`src/rtl/sync_fifo_param.sv`:
```
// Parametrised single-clock FIFO with count, almost flags and sticky error flags.
// Define SYNC_FIFO_FWFT_EN for first-word-fall-through output; default is registered read.
module sync_fifo_param #(
  parameter  int DATA_W   = 8,
  parameter  int DEPTH    = 16,
  parameter  int AF_LEVEL = 12,
  parameter  int AE_LEVEL = 2,
  localparam int ADDR_W   = $clog2(DEPTH)
) (
  input  logic              clk,
  input  logic              rst,
  input  logic              write_signal,
  input  logic [DATA_W-1:0] data_in,
  input  logic              read_signal,
  output logic [DATA_W-1:0] data_out,
  output logic              data_valid,
  output logic              full,
  output logic              empty,
  output logic              almost_full,
  output logic              almost_empty,
  output logic [ADDR_W:0]   count,
  output logic              overflow,
  output logic              underflow,
  input  logic              clr_err
);

  localparam logic [ADDR_W:0] DEPTH_C = (ADDR_W+1)'(DEPTH);
  localparam logic [ADDR_W:0] AF_C    = (ADDR_W+1)'(AF_LEVEL);
  localparam logic [ADDR_W:0] AE_C    = (ADDR_W+1)'(AE_LEVEL);
  localparam logic [ADDR_W:0] ONE_C   = (ADDR_W+1)'(1);

  logic [DATA_W-1:0] mem_q [DEPTH];

  logic [ADDR_W:0]   wr_ptr_q, wr_ptr_d;
  logic [ADDR_W:0]   rd_ptr_q, rd_ptr_d;
  logic [ADDR_W:0]   count_q, count_d;
  logic              overflow_q, overflow_d;
  logic              underflow_q, underflow_d;
  logic              rd_ok, wr_ok;
  logic [ADDR_W-1:0] wr_addr, rd_addr;

  assign wr_addr = wr_ptr_q[ADDR_W-1:0];
  assign rd_addr = rd_ptr_q[ADDR_W-1:0];

  assign empty        = (count_q == '0);
  assign full         = (count_q == DEPTH_C);
  assign almost_full  = (count_q >= AF_C);
  assign almost_empty = (count_q <= AE_C);
  assign count        = count_q;
  assign overflow     = overflow_q;
  assign underflow    = underflow_q;

  // A read frees a slot in the same cycle, so a full FIFO still accepts a write paired with a read.
  assign rd_ok = read_signal & ~empty;
  assign wr_ok = write_signal & (~full | rd_ok);

  always_comb begin
    wr_ptr_d    = wr_ptr_q;
    rd_ptr_d    = rd_ptr_q;
    count_d     = count_q;
    overflow_d  = overflow_q;
    underflow_d = underflow_q;

    if (wr_ok) wr_ptr_d = wr_ptr_q + ONE_C;
    if (rd_ok) rd_ptr_d = rd_ptr_q + ONE_C;

    case ({wr_ok, rd_ok})
      2'b10:   count_d = count_q + ONE_C;
      2'b01:   count_d = count_q - ONE_C;
      default: count_d = count_q;
    endcase

    // Clear first, then OR in the current error so a same-cycle error survives clr_err.
    if (clr_err) begin
      overflow_d  = 1'b0;
      underflow_d = 1'b0;
    end
    if (write_signal && !wr_ok) overflow_d  = 1'b1;
    if (read_signal && empty)   underflow_d = 1'b1;
  end

  always_ff @(posedge clk) begin
    if (rst) begin
      wr_ptr_q    <= '0;
      rd_ptr_q    <= '0;
      count_q     <= '0;
      overflow_q  <= 1'b0;
      underflow_q <= 1'b0;
    end else begin
      wr_ptr_q    <= wr_ptr_d;
      rd_ptr_q    <= rd_ptr_d;
      count_q     <= count_d;
      overflow_q  <= overflow_d;
      underflow_q <= underflow_d;
    end
  end

  always_ff @(posedge clk) begin
    if (wr_ok && !rst) mem_q[wr_addr] <= data_in;
  end

`ifdef SYNC_FIFO_FWFT_EN
  assign data_out   = mem_q[rd_addr];
  assign data_valid = ~empty;
`else
  logic [DATA_W-1:0] data_out_q;
  logic              data_valid_q;

  always_ff @(posedge clk) begin
    if (rst) begin
      data_out_q   <= '0;
      data_valid_q <= 1'b0;
    end else begin
      data_valid_q <= rd_ok;
      if (rd_ok) data_out_q <= mem_q[rd_addr];
    end
  end

  assign data_out   = data_out_q;
  assign data_valid = data_valid_q;
`endif

endmodule

```
`config.mk`:
```
export PLATFORM = sky130hd
export DESIGN_NAME = sync_fifo_param
export DESIGN_NICKNAME = d
export VERILOG_FILES = /design/src/rtl/sync_fifo_param.sv
export SDC_FILE = /design/constraint.sdc
export NUM_CORES = 1
export LEC_CHECK = 0
export CAP_MARGIN = 20
export CORE_MARGIN = 10
export CORE_UTILIZATION = 40
export CTS_BUF_LIST = sky130_fd_sc_hd__clkbuf_16
export CTS_CLUSTER_DIAMETER = 60
export DETAILED_ROUTE_END_ITERATION = 8
export SYNTH_ARGS = -nofsm -noshare
export SYNTH_HDL_FRONTEND = slang
export SYNTH_SLANG_ARGS = --single-unit
```
`constraint.sdc`:
```
create_clock -name clk -period 3.02 [get_ports clk]
set_input_delay 0.755 -clock clk [delete_from_list [all_inputs] [get_ports clk]]
set_output_delay 0.755 -clock clk [all_outputs]
set_load 0.01 [all_outputs]
```
==> results.json, run 1 <==
{
  "outcome": "finished, final reports clean",
  "cts_tree": "done",
  "synth_most_common_cell": "edfxtp_1",
  "netlist_instances": 410,
  "fin_area_sq_um": 7420,
  "area_growth_pct": 19.7,
  "dieWidth_microns": 145,
  "hold_viol": 0,
  "slew_viol_final": 0,
  "worstMarginPinSlew_ns": 0.783,
  "slowest_delay_ns": 0.63,
  "clockBufferDepth": 2,
  "postRouteAntennaNets": 0,
  "drc": 0,
  "synth_area_leaders": "edfxtp_1 62%, mux2i_1 11%, dfxtp_1 7.7%",
  "portBuffers": 32,
  "grt_use_total_pct": 13.4,
  "final_layout_size_suffix_gt1_share_pct": 12.7,
  "dp_hpwl_microns": 8810,
  "layout_min_cycle_time_ns": 2.91,
  "cts.clk_slew.worst_paths_ns": 0.07,
  "intPower_mw": 4.08,
  "grt_pass1_wl_microns": 20300,
  "core_sq_um": 15200,
  "synth-seq-area-share_pct": 69.7,
  "fin_crit_sh_pct": 96.5,
  "cap_violations": 0,
  "hp-class": "flop to flop",
  "synth_nets": 432,
  "synth_commonest_cells": "128 x edfxtp_1, 68 x mux2i_1, 36 x nor2_1, 32 x o22ai_1, 24 x dfxtp_1",
  "ir_worst_vdd_v": 0.000376,
  "synth_cell_types": 44,
  "critPathMaxFanout": 7,
  "yosys_most_used_dff": "edfxtp_1",
  "setup-tns-final_ns": 0,
  "clock_latency_ns": 0.42,
  "cpLargestDelayFamily": "simple AND/OR/NAND/NOR gates",
  "wirelength_microns": 13300,
  "utilization_pct": 48.8,
  "synth_top_area_share_pct": 62.0,
  "power.leakage_nw": 2.38,
  "finClkSkew_ns": 0.0104,
  "relSlewSlack_pct": 47.6,
  "route.detailed.wl_per_inst_microns": 20.1,
  "startpoint_type": "flop",
  "path_class": "flop to output pin",
  "drt-initial-drc-count": 261,
  "seq_area_sq_um": 4330,
  "yosys_warnings": 0,
  "drt-pass1-iter-count": 6,
  "num_antenna_cells": 0,
  "viasPerCell": 5.40,
  "die_y_microns": 145,
  "clock_sinks": 152,
  "worstPathCellList": "or4_4, nor2_1, clkdlybuf4s50_1",
  "setup_viol": 0,
  "worstPathRequired_ns": 2.26,
  "synthArstFlopShare_pct": 0,
  "routabilityCongestion": 0.786,
  "pwr-share-seq_pct": 44.5,
  "worst-path-buf-inv": 1,
  "power_frac_clock_pct": 37.5,
  "r2r_slack_ns": 0.45,
  "place_area_sq_um": 6830,
  "switching_share_pct": 27.5,
  "grt_pass1_vias": 3521,
  "rsz0062_at_grt": "false",
  "htreeDepth": 4,
  "antenna_found_initial": 0,
  "p_switching_mw": 1.55,
  "fillers": 1300,
  "num_io_pins": 33,
  "comb_power_share_pct": 18.0,
  "arrival_ns": 2.16,
  "netlist_area_sq_um": 6200,
  "max_freq_ghz": 0.343,
  "power_density_nw_per_um2": 758,
  "synth_edf_count": 128,
  "yosysTopAreaCell": "edfxtp_1",
  "grt_overflow": 0,
  "numCtsBuffers": 17,
  "nets": 481,
  "grt_max_degree": 36,
  "multi_input_area_sq_um": 1770,
  "critPathSlowestCell": "or4_4",
  "ys_ff_latch": 152,
  "start_util_pct": 40.8,
  "hold_ws_ns": 0.481,
  "cts_hold_buffers": 0,
  "end_kind": "output pin",
  "vias": 3563,
  "row_count": 45,
  "avgSynthCellArea_sq_um": 15.1,
  "die-area_sq_um": 20900,
  "root_buffer": "clkbuf_16"
}
## timing repair
item / CTS / global route
gates resized for setup: 1 / 0
endpoints found under the setup margin: 2 / 0
buffers inserted: 0 / 0
endpoints found under the hold margin: 0 / 0
## worst register-to-register path: stages, from the launching register on
cell,delay [ns]
dfxtp_1,0.39
nor4_4,0.50
a21o_1,0.28
inv_2,0.11
fa_1,0.42
a21o_1,0.19
a21oi_1,0.24
mux2i_1,0.22
a31oi_1,0.09
## per-stage QoR
step / instances / worst slack [ns] / power (mW)
4_1_cts: 660 / 0.0763 / 5.67
6_report: 660 / 0.105 / 5.62
5_1_grt: 660 / 0.00409 / 5.88
3_5_place_dp: 628 / 0.0574 / 3.56
2_1_floorplan: 410 / 0.411 / 3.10
3_3_place_gp: 628 / 0.149 / 3.53
## per-layer routing
layer  vias to the layer above  GRT usage, %  share of wire, %
li1                       1696             -                 -
met1                      1785          16.8                46
met2                        70          21.5                49
met3                        12          3.51               4.1
met4                         0          5.74               1.1
met5                         -             0                 0
## layout make-up
type | count | share of cell area, %
sequential | 152 | 58.3
multi-input combinational | 232 | 23.8
timing repair buffer | 52 | 6.51
clock buffer | 17 | 5.73
tap | 188 | 3.17
clock inverter | 15 | 2.26
inverter | 4 | 0.202
## logic make-up (layout without fill, tap and decap cells)
kind of cell	count (synthesis)	count (layout)	synth area share, %
XOR/XNOR	6	6	0.847
flip-flops	152	152	69.7
adder cells (fa/ha/maj)	9	9	1.94
AND/OR/NAND/NOR	84	84	7.16
buffers and inverters	26	88	1.88
multiplexers	69	69	11.2
AO/OA/AOI/OAI	64	64	7.30
## worst paths after layout
| path | to | depth (start not counted) | startpoint |
|---|---|---|---|
| hold reg to reg | overflow$_SDFFE_PP0P_ | 2 | overflow$_SDFFE_PP0P_ |
| setup reg to reg | count[4]$_SDFFE_PP0P_ | 8 | count[2]$_SDFFE_PP0P_ |
| setup / recovery | empty | 3 | count[2]$_SDFFE_PP0P_ |
| hold / removal | overflow$_SDFFE_PP0P_ | 2 | overflow$_SDFFE_PP0P_ |
## sequential cells by signal, indices dropped and copies added, names as in the netlist
signal      cells
rd_ptr_q        4
overflow        1
mem_q         128
data_valid      1
underflow       1
data_out        8
count           5
wr_ptr_q        4
## placed cells by master, fill, tap and decap left out, types with 2 or more instances in the layout
| master | Yosys | final |
|---|---|---|
| bufinv_16 | 0 | 2 |
| xnor2_1 | 2 | 2 |
| inv_1 | 3 | 4 |
| nor3_1 | 4 | 4 |
| nand2b_1 | 3 | 3 |
| clkinv_4 | 0 | 2 |
| nor4_1 | 8 | 8 |
| xor2_1 | 4 | 4 |
| inv_6 | 0 | 3 |
| inv_8 | 0 | 3 |
| a211oi_1 | 8 | 8 |
| nand3b_1 | 7 | 7 |
| a21oi_1 | 7 | 7 |
| o22ai_1 | 32 | 32 |
| clkdlybuf4s50_1 | 0 | 32 |
| dfxtp_1 | 24 | 23 |
| nor2_1 | 36 | 36 |
| ha_1 | 8 | 8 |
| buf_4 | 2 | 19 |
| o211ai_1 | 2 | 2 |
| or3_1 | 2 | 2 |
| nand3_1 | 4 | 4 |
| and3_1 | 2 | 2 |
| a211o_1 | 2 | 2 |
| nor2b_1 | 4 | 4 |
| clkbuf_16 | 0 | 17 |
| edfxtp_1 | 128 | 128 |
| o21ai_0 | 2 | 2 |
| mux2i_1 | 68 | 68 |
| a21o_1 | 3 | 3 |
| or3b_1 | 3 | 3 |
| clkinvlp_4 | 0 | 3 |
| nand2_1 | 7 | 7 |
## power groups by stage
| stage | combinational, mW | sequential [mW] | clock [mW] |
|---|---|---|---|
| finish | 1.01 | 2.50 | 2.11 |
| global route | 1.10 | 2.52 | 2.26 |
| CTS | 1.02 | 2.51 | 2.15 |
| detailed placement | 1.01 | 2.55 | 0 |
| global placement | 0.988 | 2.54 | 0 |
| floorplan | 0.554 | 2.54 | 0 |
Power figures use the tool's default switching activity.
==> run 2, diff against run 1 <==
--- a/config.mk
+++ b/config.mk
@@ -6,7 +6,7 @@
 export NUM_CORES = 1
 export LEC_CHECK = 0
 export CAP_MARGIN = 20
-export CORE_MARGIN = 10
+export CORE_MARGIN = 5
 export CORE_UTILIZATION = 40
 export CTS_BUF_LIST = sky130_fd_sc_hd__clkbuf_16
 export CTS_CLUSTER_DIAMETER = 60
==> run 2 against run 1 <==
First-iteration DRC count down 35%. Utilization decreased by 0.51 points. Sequential cell count is the same. Largest cell class unchanged. Clock skew hardly changed. Register-to-register slack about the same. Global-route usage grew 2.2 points. Critical path depth unchanged. Combinational power hardly changed. Critical endpoint is now full.
==> results.json, run 2 (synthesized netlist as in run 1, its figures left out) <==
{
  "path_class": "flop to output pin",
  "dp_hpwl_microns": 8690,
  "fillers": 1318,
  "root_buffer": "clkbuf_16",
  "hp-start": "overflow$_SDFFE_PP0P_",
  "relSlewSlack_pct": 43.1,
  "end_kind": "output pin",
  "grt_max_degree": 36,
  "top_layer_used": "met4",
  "antenna_found_initial": 0,
  "row_count": 45,
  "wirelength_microns": 13300,
  "arrival_ns": 2.17,
  "die_y_microns": 135,
  "holdPathStages": 2,
  "grt_use_total_pct": 15.6,
  "portBuffers": 32,
  "worstMarginPinSlew_ns": 0.851,
  "max_freq_ghz": 0.342,
  "start_util_pct": 40.8,
  "final_common_cell": "edfxtp_1",
  "worstPathCellList": "or4_4, nor2_1, clkdlybuf4s50_1",
  "finClkSkew_ns": 0.0101,
  "setup_viol": 0,
  "viasPerCell": 5.40,
  "area_growth_pct": 18.4,
  "grt_pass1_wl_microns": 20600,
  "grt_pass1_vias": 3566,
  "final_layout_size_suffix_gt1_share_pct": 12.1,
  "min_to": "overflow$_SDFFE_PP0P_",
  "ir_worst_vdd_v": 0.000410,
  "nets": 481,
  "numCtsBuffers": 17,
  "startpoint_type": "flop",
  "seq_area_sq_um": 4330,
  "largest_register_ffs": 128,
  "r2r_end": "count[4]$_SDFFE_PP0P_",
  "multi_input_area_sq_um": 1770,
  "grt_overflow": 0,
  "met1Wirelength_microns": 6170,
  "fin_crit_sh_pct": 96.7,
  "num_antenna_cells": 0,
  "r2r-start": "count[2]$_SDFFE_PP0P_",
  "worstPathRequired_ns": 2.26,
  "outcome": "finished, final reports clean",
  "vias": 3561,
  "r2r_slack_ns": 0.45,
  "drt-initial-drc-count": 170,
  "num_io_pins": 33,
  "clockBufferDepth": 2,
  "rsz0062_at_grt": "false",
  "die-area_sq_um": 18100,
  "dieWidth_microns": 135,
  "r2r_cells": 8,
  "regMostFlops": "mem_q",
  "critPathSlowestCell": "or4_4",
  "postRouteAntennaNets": 0,
  "dr_wl_met3_microns": 422,
  "drt-pass1-iter-count": 4,
  "cts.clk_slew.worst_paths_ns": 0.06,
  "core_sq_um": 15200,
  "drc": 0,
  "route.met2.wl_microns": 6520,
  "clock_sinks": 152,
  "route.detailed.wl_per_inst_microns": 20.1,
  "htreeDepth": 4,
  "cts_tree": "done",
  "utilization_pct": 48.3,
  "setup-tns-final_ns": 0,
  "slowest_delay_ns": 0.63,
  "cap_violations": 0,
  "hold_viol": 0,
  "critPathMaxFanout": 7,
  "power.leakage_nw": 2.35,
  "power_density_nw_per_um2": 729,
  "layout_common_cells": "128 x edfxtp_1, 68 x mux2i_1, 36 x nor2_1",
  "hp-class": "flop to flop",
  "slew_viol_final": 0,
  "cts_hold_buffers": 0,
  "routabilityCongestion": 0.734,
  "layout_min_cycle_time_ns": 2.92,
  "clock_latency_ns": 0.43
}
-- run 2: cell count changes in the layout (fill, tap and decap cells not counted) --
| cell | before | now |
|---|---|---|
| clkinv_2 | 0 | 3 |
| inv_6 | 3 | 2 |
| clkinvlp_4 | 3 | 4 |
| inv_8 | 3 | 0 |
| clkinv_4 | 2 | 1 |
| bufinv_16 | 2 | 0 |
| inv_1 | 4 | 7 |
-- run 2: worst max path at each step --
stage	cells past startpoint	from	endpoint
finish	3	count[2]$_SDFFE_PP0P_	full
detailed placement	9	write_signal	count[4]$_SDFFE_PP0P_
global placement	9	write_signal	count[4]$_SDFFE_PP0P_
floorplan	9	read_signal	count[4]$_SDFFE_PP0P_
global route	3	count[2]$_SDFFE_PP0P_	full
CTS	3	count[2]$_SDFFE_PP0P_	full
-- run 2: worst max-delay path, delay by kind of cell, from the launching register on --
| kind | cells | cell delay, ns |
|---|---|---|
| and+or+nand+nor | 2 | 0.79 |
| DFF | 1 | 0.39 |
| buffers and inverters | 1 | 0.56 |
-- run 2: power breakdown --
group	total, mW	internal (mW)	switching, mW
Combinational	0.998	0.459	0.540
Clock	1.85	1.03	0.817
Sequential	2.51	2.38	0.123
-- run 2: per-stage QoR --
| stage | cell area (sq um) | total power, mW | worst slack [ns] | hold WS (ns) | cells |
|---|---|---|---|---|---|
| 2_1_floorplan | 6200 | 3.10 | 0.411 | 0.489 | 410 |
| 3_3_place_gp | 6830 | 3.52 | 0.138 | 0.459 | 628 |
| 3_5_place_dp | 6830 | 3.55 | 0.0645 | 0.472 | 628 |
| 4_1_cts | 7350 | 5.41 | 0.0656 | 0.480 | 660 |
| 5_1_grt | 7350 | 5.59 | 0.0180 | 0.519 | 660 |
| 6_report | 7350 | 5.35 | 0.0997 | 0.472 | 660 |
-- run 2: timing repair --
action,CTS,global route
gates resized for setup,1,0
buffers inserted,0,0
endpoints found under the setup margin,2,0
-- run 2: layer usage --
layer / up-vias / GRT usage [%]
met2: 52 / 25.2
met3: 13 / 3.73
li1: 1696 / -
met1: 1800 / 20.8
met4: 0 / 5.60
met5: - / 0
-- run 2: cell type report --
| class | count | area share (%) |
|---|---|---|
| multi-input combinational | 232 | 24.1 |
| inverter | 4 | 0.204 |
| tap | 188 | 3.20 |
| timing repair buffer | 52 | 6.57 |
| sequential | 152 | 58.9 |
| clock inverter | 15 | 1.23 |
| clock buffer | 17 | 5.79 |
==> run 3, diff against run 2 <==
--- a/config.mk
+++ b/config.mk
@@ -6,7 +6,6 @@
 export NUM_CORES = 1
 export LEC_CHECK = 0
 export CAP_MARGIN = 20
-export CORE_MARGIN = 5
 export CORE_UTILIZATION = 40
 export CTS_BUF_LIST = sky130_fd_sc_hd__clkbuf_16
 export CTS_CLUSTER_DIAMETER = 60
==> run 3 against run 2 <==
Worst setup slack improved by 0.015 ns. Routed wire length fell by 0.88%. Clock power rose by 19%. Sequential cell count did not move. Die area fell by 12%. Critical path type unchanged.
==> results.json, run 3 (synthesized netlist as in run 1, its figures left out) <==
{
  "cts_hold_buffers": 0,
  "setup_viol": 0,
  "final_common_cell": "edfxtp_1",
  "cts_tree": "done",
  "vias": 3566,
  "layout_min_cycle_time_ns": 2.91,
  "wirelength_microns": 13200,
  "startpoint_type": "flop",
  "critPathMaxFanout": 7,
  "grt_max_degree": 25,
  "ir_worst_vdd_v": 0.000463,
  "viasPerCell": 5.39,
  "dp_cells": 630,
  "setup-tns-final_ns": 0,
  "r2r_cells": 9,
  "path_class": "flop to output pin",
  "fin_area_sq_um": 7470,
  "rsz0062_at_grt": "false",
  "max_freq_ghz": 0.344,
  "dp_hpwl_microns": 8700,
  "num_io_pins": 33,
  "power.leakage_nw": 2.43,
  "worstMarginPinSlew_ns": 0.731,
  "fin_ws_ns": 0.115,
  "drt-pass1-iter-count": 5,
  "portBuffers": 32,
  "utilization_pct": 49.4,
  "slew_viol_final": 0,
  "grt_pass1_vias": 3597,
  "root_buffer": "clkbuf_16",
  "row_count": 45,
  "drc": 0,
  "hp-class": "flop to flop",
  "routabilityCongestion": 0.788,
  "largest_register_ffs": 128,
  "regMostFlops": "mem_q",
  "die_y_microns": 127,
  "clock_sinks": 152,
  "num_antenna_cells": 0,
  "start_util_pct": 41.0,
  "clockBufferDepth": 2,
  "drt-initial-drc-count": 203,
  "postRouteAntennaNets": 0,
  "finClkSkew_ns": 0.00700,
  "area_growth_pct": 20.5,
  "worstPathRequired_ns": 2.26,
  "cap_violations": 0,
  "end_kind": "output pin",
  "core_sq_um": 15100,
  "cts.clk_slew.worst_paths_ns": 0.06,
  "htreeDepth": 4,
  "numCtsBuffers": 17,
  "relSlewSlack_pct": 51.1,
  "grt_overflow": 0,
  "fin_cells": 662,
  "dieWidth_microns": 127,
  "grt_pass1_wl_microns": 20300,
  "dp_worst_setup_slack_ns": 0.00870,
  "grt_use_total_pct": 17.6,
  "arrival_ns": 2.15,
  "nets": 483,
  "place_area_sq_um": 6850,
  "hold_viol": 0,
  "route.detailed.wl_per_inst_microns": 19.9,
  "final_layout_size_suffix_gt1_share_pct": 11.8,
  "outcome": "finished, final reports clean",
  "layout_common_cells": "128 x edfxtp_1, 68 x mux2i_1, 36 x nor2_1",
  "fin_crit_sh_pct": 96.2,
  "clock_latency_ns": 0.42,
  "power_density_nw_per_um2": 766,
  "die-area_sq_um": 16000,
  "holdPathStages": 2,
  "antenna_found_initial": 0
}
[run 3: repair_timing]
item	CTS	global route
endpoints found under the hold margin	0	0
resized for setup	1	0
buffers inserted	0	0
setup endpoints to repair	2	0
[run 3: area by class of cell]
class / instances / area [sq um]
clock buffer: 17 / 425
clock inverter: 15 / 195
timing repair buffer: 54 / 510
fill: 1282 / 7670
tap: 188 / 235
sequential: 152 / 4330
inverter: 4 / 15.0
multi-input combinational: 232 / 1770
[run 3: power by group]
part	total [mW]	switching [mW]	internal, mW
combinational	1.02	0.555	0.465
clock	2.21	0.772	1.44
sequential	2.49	0.110	2.38
total	5.73	1.44	4.29
[run 3: worst paths after layout]
check / from / to / slack, ns
min reg2reg: overflow$_SDFFE_PP0P_ / overflow$_SDFFE_PP0P_ / 0.47
max reg2reg: count[0]$_SDFFE_PP0P_ / count[4]$_SDFFE_PP0P_ / 0.42
max: count[2]$_SDFFE_PP0P_ / full / 0.11
min: overflow$_SDFFE_PP0P_ / overflow$_SDFFE_PP0P_ / 0.47
[run 3: routing by layer]
| layer | global-route usage, % | share of wire, % |
|---|---|---|
| met2 | 27.4 | 47 |
| met4 | 6.09 | 2.0 |
| met1 | 23.8 | 47 |
| met5 | 0 | 0 |
| met3 | 4.93 | 4.3 |
[run 3: through the flow]
step	hold slack, ns	power (mW)
2_1_floorplan	0.489	3.10
3_3_place_gp	0.460	3.52
3_5_place_dp	0.477	3.55
4_1_cts	0.485	5.78
5_1_grt	0.509	5.97
6_report	0.475	5.73
[run 3: worst max-delay path, cell delays in order (launching register included)]
cell and delay [ns]:
dfxtp_1 0.38, or4_4 0.63, nor2_1 0.16, clkdlybuf4s50_1 0.55
